## config.mk

```make
export PLATFORM = sky130hd
export DESIGN_NAME = fetch_decode_link
export DESIGN_NICKNAME = d
export VERILOG_FILES = /design/src/rtl/fetch_decode_link.sv
export SDC_FILE = /design/constraint.sdc
export NUM_CORES = 1
export LEC_CHECK = 0
export ABC_CLOCK_PERIOD_IN_PS = 2500
export CORE_MARGIN = 1
export CORE_UTILIZATION = 38
export CTS_BUF_LIST = sky130_fd_sc_hd__clkbuf_16
export DETAILED_ROUTE_END_ITERATION = 10
export GPL_ROUTABILITY_DRIVEN = 0
export PLACE_DENSITY = 0.83
export REMOVE_ABC_BUFFERS = 1
export SETUP_SLACK_MARGIN = 0.4
export SLEW_MARGIN = 20
export SYNTH_ARGS = -nofsm -noshare
export SYNTH_HDL_FRONTEND = slang
export SYNTH_SLANG_ARGS = --single-unit
```

## constraint.sdc

```tcl
create_clock -name clk -period 2.5 [get_ports clk]
set_input_delay 0.75 -clock clk [delete_from_list [all_inputs] [get_ports clk]]
set_output_delay 0.75 -clock clk [all_outputs]
set_load 0.02 [all_outputs]
```

## src/rtl/fetch_decode_link.sv

```systemverilog
// IF/ID link: captures fetched instruction/PC+1 into the IF/ID register and
// drives stall, redirect and halt control back to fetch.
module fetch_decode_link #(
    parameter int unsigned FLUSH_CYCLES = 2,
    parameter logic [3:0]  HLT_OP       = 4'hF
) (
    input  logic        clk,
    input  logic        rst_n,
    input  logic [15:0] instr_in,
    input  logic [15:0] pc_plus_1_in,
    input  logic        ex_br_taken,
    input  logic [15:0] ex_br_target,
    input  logic        ex_is_load,
    input  logic [3:0]  ex_rd,
    output logic        stall,
    output logic [15:0] alt_pc,
    output logic        alt_pc_ctrl,
    output logic        hlt,
    output logic [15:0] instr_out,
    output logic [15:0] pc_plus_1_out,
    output logic        id_valid
);
    // Counter wide enough to hold FLUSH_CYCLES and the reset value of 1.
    localparam int CW = $clog2(FLUSH_CYCLES + 2);

    typedef enum logic [1:0] {RUN, FLUSH, STALL, HALT} state_t;

    state_t        state, state_nxt;
    logic [CW-1:0] flush_cnt, flush_cnt_nxt;
    logic          valid, valid_nxt;
    logic          hlt_nxt;
    logic          load;
    logic          redirect;
    logic          hz;
    logic          halt_hit;

    // Redirect address is always the EX target; fetch decides via alt_pc_ctrl.
    assign alt_pc      = ex_br_target;
    assign redirect    = ex_br_taken && (state != HALT);
    assign hz          = valid && ex_is_load && (ex_rd != 4'd0) &&
                         ((ex_rd == instr_out[7:4]) || (ex_rd == instr_out[3:0]));
    assign alt_pc_ctrl = rst_n && redirect;
    // A redirect squashes the dependent instruction anyway, so it overrides stall.
    assign stall       = rst_n && hz && !redirect && (state != HALT);
    assign id_valid    = valid && !stall && (state != HALT);
    assign halt_hit    = valid && !stall && !redirect && (state != HALT) &&
                         (instr_out[15:12] == HLT_OP);

    // Next-state selection in priority order: redirect, load-use, halt, capture.
    always_comb begin
        state_nxt     = state;
        flush_cnt_nxt = flush_cnt;
        valid_nxt     = valid;
        hlt_nxt       = hlt;
        load          = 1'b0;
        if (state != HALT) begin
            if (redirect) begin
                // Word arriving now is wrong-path; capture it as a bubble.
                load          = 1'b1;
                valid_nxt     = 1'b0;
                flush_cnt_nxt = CW'(FLUSH_CYCLES);
                state_nxt     = FLUSH;
            end else if (hz) begin
                // Hold IF/ID; hazard is re-evaluated next cycle.
                state_nxt = STALL;
            end else if (halt_hit) begin
                hlt_nxt   = 1'b1;
                state_nxt = HALT;
            end else begin
                load = 1'b1;
                if (flush_cnt != '0) begin
                    // Last flush slot clears the counter and captures the
                    // first correct-path word as valid.
                    flush_cnt_nxt = flush_cnt - CW'(1);
                    valid_nxt     = (flush_cnt == CW'(1));
                    state_nxt     = (flush_cnt == CW'(1)) ? RUN : FLUSH;
                end else begin
                    valid_nxt = 1'b1;
                    state_nxt = RUN;
                end
            end
        end
    end

    // Control state register with synchronous active-low reset.
    always_ff @(posedge clk) begin
        if (!rst_n) begin
            state     <= RUN;
            flush_cnt <= CW'(1);
            valid     <= 1'b0;
            hlt       <= 1'b0;
        end else begin
            state     <= state_nxt;
            flush_cnt <= flush_cnt_nxt;
            valid     <= valid_nxt;
            hlt       <= hlt_nxt;
        end
    end

    // IF/ID data register; loads only on capture edges.
    always_ff @(posedge clk) begin
        if (!rst_n) begin
            instr_out     <= 16'h0000;
            pc_plus_1_out <= 16'h0000;
        end else if (load) begin
            instr_out     <= instr_in;
            pc_plus_1_out <= pc_plus_1_in;
        end
    end

endmodule

```

# Yosys cells after proc, flatten, opt, wreduce, memory -nomap -nowiden
# Cells that the tools add are included.
[classes]
n_addsub = 1
n_eq_ne = 7
n_mux = 17
bitwise = 2
n_reduce_logical = 22
[ops]
columns = ["cell", "n"]
rows = [
  ["$mux W2", 7],
  ["$logic_and A1 B1 Y1", 13],
  ["$mux W1", 10],
  ["$eq A4 B4 Y1", 2],
  ["$reduce_and A4 Y1", 2],
  ["$ne A2 B2 Y1 const B", 3],
  ["$eq A4 B4 Y1 const B", 1],
  ["$reduce_bool A2 Y1", 2],
  ["$reduce_bool A4 Y1", 1],
  ["$reduce_and A3 Y1", 1],
  ["$eq A2 B1 Y1 const B", 1],
  ["$logic_not A1 Y1", 2],
  ["$not A1 Y1", 2],
  ["$sub A2 B1 Y2 const B", 1],
  ["$logic_or A1 B1 Y1", 1],
]
[totals]
reg_bits = 38
inputBits = 56
out_inout_bits = 52
wordCells = 55

# Longest topological paths before layout
# Gate-level depths: netlist of run 1.
[logic_depth]
ltp_word = 15
ltp_mapped = 7
ltp_nobuf = 6

# Worst setup path before layout of run 1
# OpenSTA, ideal clock, no wires.
[synth_timing]
path_kind = "input-to-output"
start = "input ex_rd[1]"
end = "output stall"
arrival_time_ns = 1.916
required_time_ns = 1.750
setup_slack_ns = -0.166
cell_stages = 4
path_buffers = 0
cell_sequence = "xor2_1 nor4_2 o2111ai_2 nor3_1"
[synth_via]
elab_chain_len = 6
elab_cells_between_ends = 9
classes_between = "2 x eq/ne; 7 x reduce/logical"
[synth_lines]
columns = ["item", "line", "source"]
rows = [
  ["start, declared", "14", "input logic [3:0] ex_rd,"],
  ["$eq A4 B4 Y1 or $reduce_bool A4 Y1 (tied branches)", "41, 40", ""],
  ["$logic_or A1 B1 Y1 or $logic_and A1 B1 Y1 (tied branches)", "41, 40", ""],
  ["$logic_and A1 B1 Y1 *", "40", "assign hz = valid && ex_is_load && (ex_rd != 4'd0) &&"],
  ["$logic_and A1 B1 Y1 * (3 in a row)", "44", "assign stall = rst_n && hz && !redirect && (state != HALT);"],
  ["end, declared", "15", "output logic stall,"],
]
# Mark *: on every way between the ends. The rest lies on a longest branch, timed or not.

# Worst setup path after layout of run 1
[layout_timing]
start = "input ex_rd[0]"
end = "output id_valid"
[layout_via]
elab_chain_len = 9
elab_cells_between_ends = 12
classes_between = "2 x eq/ne; 10 x reduce/logical"
[layout_lines]
columns = ["item", "line", "source"]
rows = [
  ["$eq A4 B4 Y1 or $reduce_bool A4 Y1 (tied branches)", "41, 40", ""],
  ["$logic_or A1 B1 Y1 or $logic_and A1 B1 Y1 (tied branches)", "41, 40", ""],
  ["$logic_and A1 B1 Y1 *", "40", ""],
  ["$logic_and A1 B1 Y1 * (3 in a row)", "44", ""],
  ["$logic_not A1 Y1 *", "45", "assign id_valid = valid && !stall && (state != HALT);"],
  ["$logic_and A1 B1 Y1 * (2 in a row)", "45", ""],
  ["end, declared", "21", "output logic id_valid"],
]
# Marks and branches as above.

==> results.yml, run 1 <==
critical_path:
  kind_of_start_point_of_the_critical_path: "primary input"
  cp.arrival_ps: 1920
  setup.reg_to_reg.worst_slack_ps: 280
  setup.worst_path.class: "in2out"
  critical_path_peak_fanout: 3
  setup_crit_end_kind: "primary output"
  crit_path_end: "id_valid"
  critical_path_buf_inv_count: 2
  crit_path_top_delay_cell: "or4_4"
  crit_path_cell_trace: "buf_8 -> or4_4 -> o2111ai_4 -> nor2_2 -> a21oi_1 -> buf_4"
  max_stage_delay_ps: 540
  critPathLaunch: "ex_rd[0]"
  worstReg2RegEnd: "pc_plus_1_out[14]"
  cp.depth: 6
  timing.rr.start: "instr_out[7]"
  worst-endpoint-required_ps: 1750
  worst-r2r-cell-count: 10
  worst_path_dominant_cell_family: "simple AND/OR/NAND/NOR gates"
drt:
  drt_pass1_iterations: 3
  post_drt_via_cell_ratio: 4.86
  dr_wl_met3_um: 451
  detail_route.drc_violations: 0
  detailroute.wirelength.met2_um: 2560
  antenna_left: 0
  number_of_drc_markers_after_the_initial_detailed_route_iteration: 61
  highest_layer: "met4"
  routed_wire_length_per_instance_um: 15.1
  drt-total-wl_um: 5170
  m1WireLength_um: 2060
  vias: 1662
final_layout:
  layout-area-overhead-vs-synth_pct: 65.4
  insertedDiodeCount: 0
  final_net_count: 345
  n_fill_cell: 389
  final_layout_size_suffix_gt1_share_pct: 18.8
  finish.utilization_pct: 65.3
sta:
  setup_total_negative_slack_ps: -323
  final_critical_path_setup_slack_ps: -170
  final_min_period_over_clock_period_pct: 107
  max_slew.worst_pin.slew_ps: 646
  timing.fmax_ghz: 0.375
  post_route_worst_hold_slack_ps: 457
  finalSetupViolCount: 2
  crit_path_time_final_ps: 2670
  timing.clock.skew_ps: 3.98
  finalHoldViolations: 0
  rsz0062_at_grt: "yes"
  max_slew_margin_pct: 56.9
  count_of_pins_over_their_slew_limit: 0
synthesis:
  synth.cell_area_sq_um: 1850
  synthesis.area_per_instance_sq_um: 8.87
  postSynthCellCount: 209
  synth_cell_types: 30
  synthFlopType: "dfxtp_1"
  synthesized_flop_and_latch_total: 38
  ys.warnings.count: 0
  synth_edf_count: 0
  seq_area_frac_synth_pct: 41.1
  ys_async_sr_fraction_pct: 0
place:
  port_buffers: 75
  dpl.hpwl_um: 3160
  post-place-ws_ps: -970
clock_tree:
  clkLatencyLatePin_ps: 270
  clock_tree.buffer_depth: 2
  h-tree-depth: 2
  clk_pin_slew_ps: 50
  cts_inserted_buffers: 5
  clockRootBuffer: "clkbuf_16"
  clkSinkCount: 38
  cts_tree: "done"
global_route:
  globalRouteOverflowTotal: 0
  antenna_found_initial: 0
  number_of_global_route_vias_before_repair: 1667
  grt_first_pass_wirelength_um: 7750
  grt_usage_pct: 19.7
  largest_net_degree_at_the_start_of_global_routing: 71
floorplan:
  initial_core_util_pct: 39.5
  die_x_um: 71.8
  die_area_sq_um: 5160
  num_rows: 25
  fp.coreArea_sq_um: 4690
  die_y_um: 71.8
  top_level_ports: 108
pwr:
  finalPower_mw: 1.58
  static-leakage-power_nw: 1.55
  powerDensity_nw_per_um2: 515
  peakVddDrop_mv: 0.390
outcome:
  failed_checks: "negative setup slack"
  outcome: "finished with violations"
worst_hold_path:
  worstHoldPathType: "reg2reg"
flow_run:
  timing.max_cap.violations: 0
## synth_stat cells, drive strengths merged (2+ instances only)
cell	instances	area share, %
nor2b	2	0.68
clkbuf	8	1.6
nor2	3	0.61
inv	3	0.61
nor4	2	1.4
xor2	8	3.8
or3	2	0.68
o21ai	3	0.81
nand2	69	14
ha	2	1.4
dfxtp	38	41
buf	20	8.9
mux2i	33	18
## flip-flops by register name (all words and copies together), names as in the netlist
signal         count
pc_plus_1_out     16
hlt                1
flush_cnt          2
instr_out         16
valid              1
state              2
## cell usage in the layout, fill, tap and decap left out, types with 3 or more instances in the layout
cell type / Yosys / final
buf_12: 0 / 4
buf_16: 0 / 4
buf_4: 16 / 11
buf_6: 4 / 10
clkbuf_16: 0 / 5
clkdlybuf4s50_1: 0 / 60
dfxtp_1: 38 / 38
dlymetal6s2s_1: 0 / 5
inv_1: 3 / 4
mux2i_1: 33 / 33
nand2_1: 69 / 69
xor2_1: 8 / 3
xor2_2: 0 / 5
## through the flow
stage | cells | instance area [sq um]
after floorplan | 181 | 1660
after global placement | 324 | 2600
after detailed placement | 324 | 2600
after CTS | 341 | 2950
after global routing | 342 | 3070
final | 342 | 3070
## where the power goes
part,internal [mW],switching [mW],total [mW]
clock,0.360,0.222,0.581
sequential,0.644,0.0277,0.672
combinational,0.176,0.149,0.325
## worst min path at each step
stage                startpoint               end  depth (start not counted)
2_1_floorplan      flush_cnt[0]      flush_cnt[0]                          1
3_3_place_gp   pc_plus_1_out[2]  pc_plus_1_out[2]                          2
3_5_place_dp   pc_plus_1_out[3]  pc_plus_1_out[3]                          2
4_1_cts        pc_plus_1_out[1]  pc_plus_1_out[1]                          2
5_1_grt        pc_plus_1_out[1]  pc_plus_1_out[1]                          2
6_report       pc_plus_1_out[1]  pc_plus_1_out[1]                          2
## kinds of logic (layout without fill, tap and decap cells)
kind of cell / count (synthesis) / after routing / share of synthesized area (%)
buffers and inverters: 31 / 110 / 11.1
adders and majority gates: 2 / 2 / 1.35
muxes: 33 / 33 / 17.8
xor gates and xnor gates: 8 / 8 / 3.78
and+or+nand+nor: 86 / 86 / 20.2
DFF: 38 / 38 / 41.1
AOI/OAI and AO/OA: 11 / 11 / 4.66
## worst reg2reg max path, delay by kind of cell, from the launching register on
family | cells | cell delay [ps]
buf+inv | 5 | 630
compound gates | 2 | 480
flops | 1 | 360
simple gates | 1 | 310
xor+xnor | 1 | 210
mux | 1 | 110
## layer usage
layer	track usage, %	vias up
li1	-	819
met1	22.4	754
met2	32.4	79
met3	9.14	10
met4	6.32	0
met5	4.04	-
## timing repair
item / CTS / global route
pin swaps: 8 / 8
endpoints found under the setup margin: 42 / 46
setup buffers: 5 / 1
resized for setup: 48 / 30
hold buffers: 0 / 0
gates cloned: 4 / 0
## area by class of cell
class	count	area, sq um	area share, %
Multi-Input combinational cell	140	1000	32.7
Clock buffer	5	125	4.08
Timing Repair Buffer	99	1090	35.5
Inverter	3	11.3	0.367
Tap cell	54	67.6	2.20
Sequential cell	38	761	24.8
Clock inverter	3	12.5	0.408
No activity file was read; power rests on OpenSTA's default activity.
==> run 2: changes to the inputs <==
CORE_MARGIN = 2   (was 1)
==> run 2 against run 1 <==
Net effect:
- the flow still finishes with violations (negative setup slack)
- global-route usage is 0.59 points lower
- power is 1.1% lower
- wire length fell by 3.3%
- die area up 5.6%
- worst hold slack lost 0.99 ps
- via count increased by 1.4%
- largest power group unchanged
- critical path depth is the same
- critical path type unchanged
- maximum frequency rose by 0.19%
==> results.yml, run 2 (synthesis results as in run 1) <==
drt:
  drt-total-wl_um: 5000
  antenna_left: 0
  post_drt_via_cell_ratio: 4.72
  detail_route.drc_violations: 0
  vias: 1685
  number_of_drc_markers_after_the_initial_detailed_route_iteration: 102
  routed_wire_length_per_instance_um: 14.0
  drt_pass1_iterations: 4
clock_tree:
  clkSinkCount: 38
  clock_tree.buffer_depth: 2
  clkLatencyLatePin_ps: 270
  clockRootBuffer: "clkbuf_16"
  h-tree-depth: 2
  hold_fix_buffers_cts: 0
  cts_tree: "done"
  cts_inserted_buffers: 5
  clk_pin_slew_ps: 50
pwr:
  static-leakage-power_nw: 1.52
  finalPower_mw: 1.56
  powerDensity_nw_per_um2: 513
  peakVddDrop_mv: 0.356
final_layout:
  layout.cells.most_common_list: "nand2_1, clkdlybuf4s50_1, dfxtp_1"
  multi_input_comb_area_sq_um: 1000
  largest_registers: "instr_out x16, pc_plus_1_out x16"
  cell_count_final_fillers_out: 357
  final-seq-area_sq_um: 761
  layout-area-overhead-vs-synth_pct: 64.3
  final_net_count: 348
  mostFrequentLayoutCell: "nand2_1"
  insertedDiodeCount: 0
  final_layout_size_suffix_gt1_share_pct: 20.0
  n_fill_cell: 380
outcome:
  outcome: "finished with violations"
  failed_checks: "negative setup slack"
critical_path:
  cp.arrival_ps: 1910
  worst-r2r-cell-count: 14
  timing.rr.start: "instr_out[6]"
  setup_crit_end_kind: "primary output"
  kind_of_start_point_of_the_critical_path: "primary input"
  critical_path_peak_fanout: 3
  setup.reg_to_reg.worst_slack_ps: 180
  setup.worst_path.class: "in2out"
  worstReg2RegEnd: "valid"
  worst-endpoint-required_ps: 1750
sta:
  final_critical_path_setup_slack_ps: -164
  max_slew.worst_pin.slew_ps: 615
  setup_total_negative_slack_ps: -376
  rsz0062_at_grt: "yes"
  final_min_period_over_clock_period_pct: 107
  timing.clock.skew_ps: 2.14
  finalSetupViolCount: 3
  max_slew_margin_pct: 59.0
  finalHoldViolations: 0
  count_of_pins_over_their_slew_limit: 0
  crit_path_time_final_ps: 2660
  timing.fmax_ghz: 0.375
flow_run:
  timing.max_cap.violations: 0
global_route:
  largest_net_degree_at_the_start_of_global_routing: 69
  grt_usage_pct: 19.1
  number_of_global_route_vias_before_repair: 1710
  globalRouteOverflowTotal: 0
  antenna_found_initial: 0
  grt_first_pass_wirelength_um: 7890
floorplan:
  die_y_um: 73.8
  fp.coreArea_sq_um: 4720
  top_level_ports: 108
  initial_core_util_pct: 39.2
  die_x_um: 73.8
  num_rows: 25
  die_area_sq_um: 5450
worst_hold_path:
  hold_depth: 2
  hold_start: "pc_plus_1_out[7]"
  worstHoldPathType: "reg2reg"
  hold-path-endpoint: "pc_plus_1_out[7]"
place:
  port_buffers: 75
  dpl.hpwl_um: 3240
  place_inst: 339
==> run 2: worst max path at each step <==
stage	from	end	cells after the start
floorplan	ex_rd[3]	instr_out[0]	4
detailed placement	ex_rd[2]	id_valid	6
global route	ex_rd[1]	id_valid	7
CTS	ex_rd[3]	id_valid	8
finish	ex_rd[1]	id_valid	6
global placement	ex_rd[3]	id_valid	6
==> run 2: per-stage QoR <==
step	cell area (sq um)	hold WS, ps	setup slack, ps	utilization, %
6_report	3050	456	-164	64.5
5_1_grt	3050	473	-216	64.5
3_5_place_dp	2630	449	-989	55.7
2_1_floorplan	1660	470	-298	-
4_1_cts	2940	458	-234	62.2
3_3_place_gp	2630	443	-939	55.7
==> run 2: final cells by class <==
type	count	share of cell area, %
flip-flops and latches	38	25.0
clock inverters	2	0.247
multi-input cells	140	32.9
well taps	67	2.75
inverters	3	0.370
repair buffers	102	34.6
clock buffers	5	4.11
==> run 2: critical path, cell delays in order <==
cell       delay (ps)
buf_8             110
or4_4             540
o2111ai_4         120
nor2_4             70
a21oi_2           190
buf_6             140
==> run 2: power by group <==
group	total, mW	switching (mW)	internal (mW)
registers	0.671	0.0263	0.644
logic	0.314	0.143	0.171
clock network	0.577	0.221	0.356
==> run 2: metal layers <==
| metal | wire, um | vias up | GRT usage, % |
|---|---|---|---|
| li1 | - | 832 | - |
| met2 | 2420 | 76 | 29.9 |
| met3 | 458 | 5 | 9.60 |
| met5 | 0 | - | 4.04 |
| met4 | 39 | 0 | 4.85 |
| met1 | 2090 | 772 | 23.0 |
==> run 2: what timing repair did <==
| action | 4_1_cts | 5_1_grt |
|---|---|---|
| gates cloned | 1 | 0 |
| endpoints found under the setup margin | 44 | 41 |
| buffers inserted | 8 | 2 |
| gates resized for setup | 60 | 23 |
| pin swaps | 9 | 8 |
==> run 3: changes to the inputs <==
CELL_PAD_IN_SITES_DETAIL_PLACEMENT = 1   (was default)
CELL_PAD_IN_SITES_GLOBAL_PLACEMENT = 1   (was default)
CORE_UTILIZATION = 26   (was 38)
PLACE_DENSITY = 0.81   (was 0.83)
==> run 3 against run 2 <==
Net effect:
- the run still ends with negative setup slack left
- cell count up 9.5%
- design area grew 2.0%
- sequential cell count did not move
- wire length up 11%
- critical path depth up 1
- clock-buffer cell count is the same
- maximum frequency down 0.57%
- highest routed layer unchanged
==> results.yml, run 3 (synthesis results as in run 1) <==
final_layout:
  largest_registers: "instr_out x16, pc_plus_1_out x16"
  finish.utilization_pct: 45.5
  layout.cells.most_common_list: "nand2_1, clkdlybuf4s50_1, dfxtp_1"
  mostFrequentLayoutCell: "nand2_1"
  postLayoutCellArea_sq_um: 3110
  final_net_count: 353
  cell_count_final_fillers_out: 391
  final_layout_size_suffix_gt1_share_pct: 19.7
  layout-area-overhead-vs-synth_pct: 67.6
  insertedDiodeCount: 0
global_route:
  grt_first_pass_wirelength_um: 9220
  number_of_global_route_vias_before_repair: 1856
  antenna_found_initial: 0
  largest_net_degree_at_the_start_of_global_routing: 68
  grt_usage_pct: 15.2
  globalRouteOverflowTotal: 0
place:
  port_buffers: 75
  post-place-ws_ps: -1000
  place_area_sq_um: 2660
  dpl.hpwl_um: 3650
  place_inst: 369
critical_path:
  kind_of_start_point_of_the_critical_path: "primary input"
  setup.worst_path.class: "in2out"
  timing.rr.start: "instr_out[1]"
  critPathLaunch: "ex_rd[1]"
  critical_path_peak_fanout: 3
  worst-r2r-cell-count: 10
  worst-endpoint-required_ps: 1750
  cp.arrival_ps: 1930
  setup_crit_end_kind: "primary output"
worst_hold_path:
  hold_start: "pc_plus_1_out[12]"
  hold_depth: 2
  worstHoldPathType: "reg2reg"
sta:
  max_slew.worst_pin.slew_ps: 633
  timing.fmax_ghz: 0.373
  final_min_period_over_clock_period_pct: 107
  rsz0062_at_grt: "yes"
  count_of_pins_over_their_slew_limit: 0
  finalHoldViolations: 0
  timing.clock.skew_ps: 7.93
  crit_path_time_final_ps: 2680
  final_critical_path_setup_slack_ps: -180
  finalSetupViolCount: 2
  max_slew_margin_pct: 57.8
clock_tree:
  clockRootBuffer: "clkbuf_16"
  clock_tree.buffer_depth: 2
  cts_tree: "done"
  cts_inserted_buffers: 5
  clkLatencyLatePin_ps: 280
  h-tree-depth: 2
  clk_pin_slew_ps: 50
  clkSinkCount: 38
drt:
  number_of_drc_markers_after_the_initial_detailed_route_iteration: 53
  vias: 1711
  routed_wire_length_per_instance_um: 14.2
  antenna_left: 0
  detail_route.drc_violations: 0
  drt-total-wl_um: 5540
  drt_pass1_iterations: 4
  post_drt_via_cell_ratio: 4.38
floorplan:
  die_area_sq_um: 7820
  die_y_um: 88.4
  fp.coreArea_sq_um: 6830
  num_rows: 30
  initial_core_util_pct: 27.1
  die_x_um: 88.4
  top_level_ports: 108
outcome:
  outcome: "finished with violations"
  failed_checks: "negative setup slack"
pwr:
  peakVddDrop_mv: 0.246
  static-leakage-power_nw: 1.54
  powerDensity_nw_per_um2: 507
flow_run:
  timing.max_cap.violations: 0
==> run 3: cell types whose count changed in the layout (fill, tap and decap cells not counted), moves of 2 or more <==
cell and change:
dlymetal6s2s_1 -3, buf_16 +4, clkinv_2 +2, xor2_1 +2, nor4_2 +2, xor2_2 -2, buf_2 +2, inv_1 -2
buf_6 -6, buf_4 +4, dlygate4sd2_1 +4, nor4_4 -2
==> run 3: final timing paths <==
kind | to | slack [ps]
setup / recovery | id_valid | -180
hold / removal | pc_plus_1_out[12] | 460
setup reg to reg | pc_plus_1_out[7] | 280
hold reg to reg | pc_plus_1_out[12] | 460
==> run 3: critical path, cell delays in order <==
cell       delay [ps]
buf_8             100
xor2_2            140
nor4_2            350
o2111ai_2         180
nor2_1            160
a21oi_1            90
buf_4             160
==> run 3: final cells by class <==
cell class / count / area [sq um]
Clock buffer: 5 / 125
Timing Repair Buffer: 107 / 1130
Fill cell: 786 / 3730
Clock inverter: 2 / 10.0
Sequential cell: 38 / 761
Multi-Input combinational cell: 140 / 946
Tap cell: 96 / 120
Inverter: 3 / 11.3
==> run 3: per-stage QoR <==
step                hold WS [ps]  power, mW  setup TNS (ps)
global route                 485       1.66            -411
floorplan                    470      0.797          -10290
finish                       456       1.58            -291
CTS                          463       1.60            -449
global placement             442      0.969          -11170
detailed placement           452      0.977          -12920
==> run 3: what timing repair did <==
item / in CTS / in global routing
hold buffers: 0 / 0
gates cloned: 4 / 0
pin swaps: 10 / 9
setup endpoints to repair: 47 / 42
buffers inserted: 9 / 2
gates resized for setup: 57 / 18
==> run 3: report_power, final <==
group,internal [mW],leakage [nW],switching (mW)
Combinational,0.173,1.16,0.141
Sequential,0.644,0.316,0.0249
Clock,0.360,0.0694,0.233
Total,1.18,1.54,0.399
==> run 3: layer usage <==
metal	up-vias	track usage [%]	part of all wire, %
met5	-	0	0
met4	0	2.89	0.31
met2	77	25.6	50
met3	2	6.90	8.2
met1	791	18.1	42
li1	841	-	-
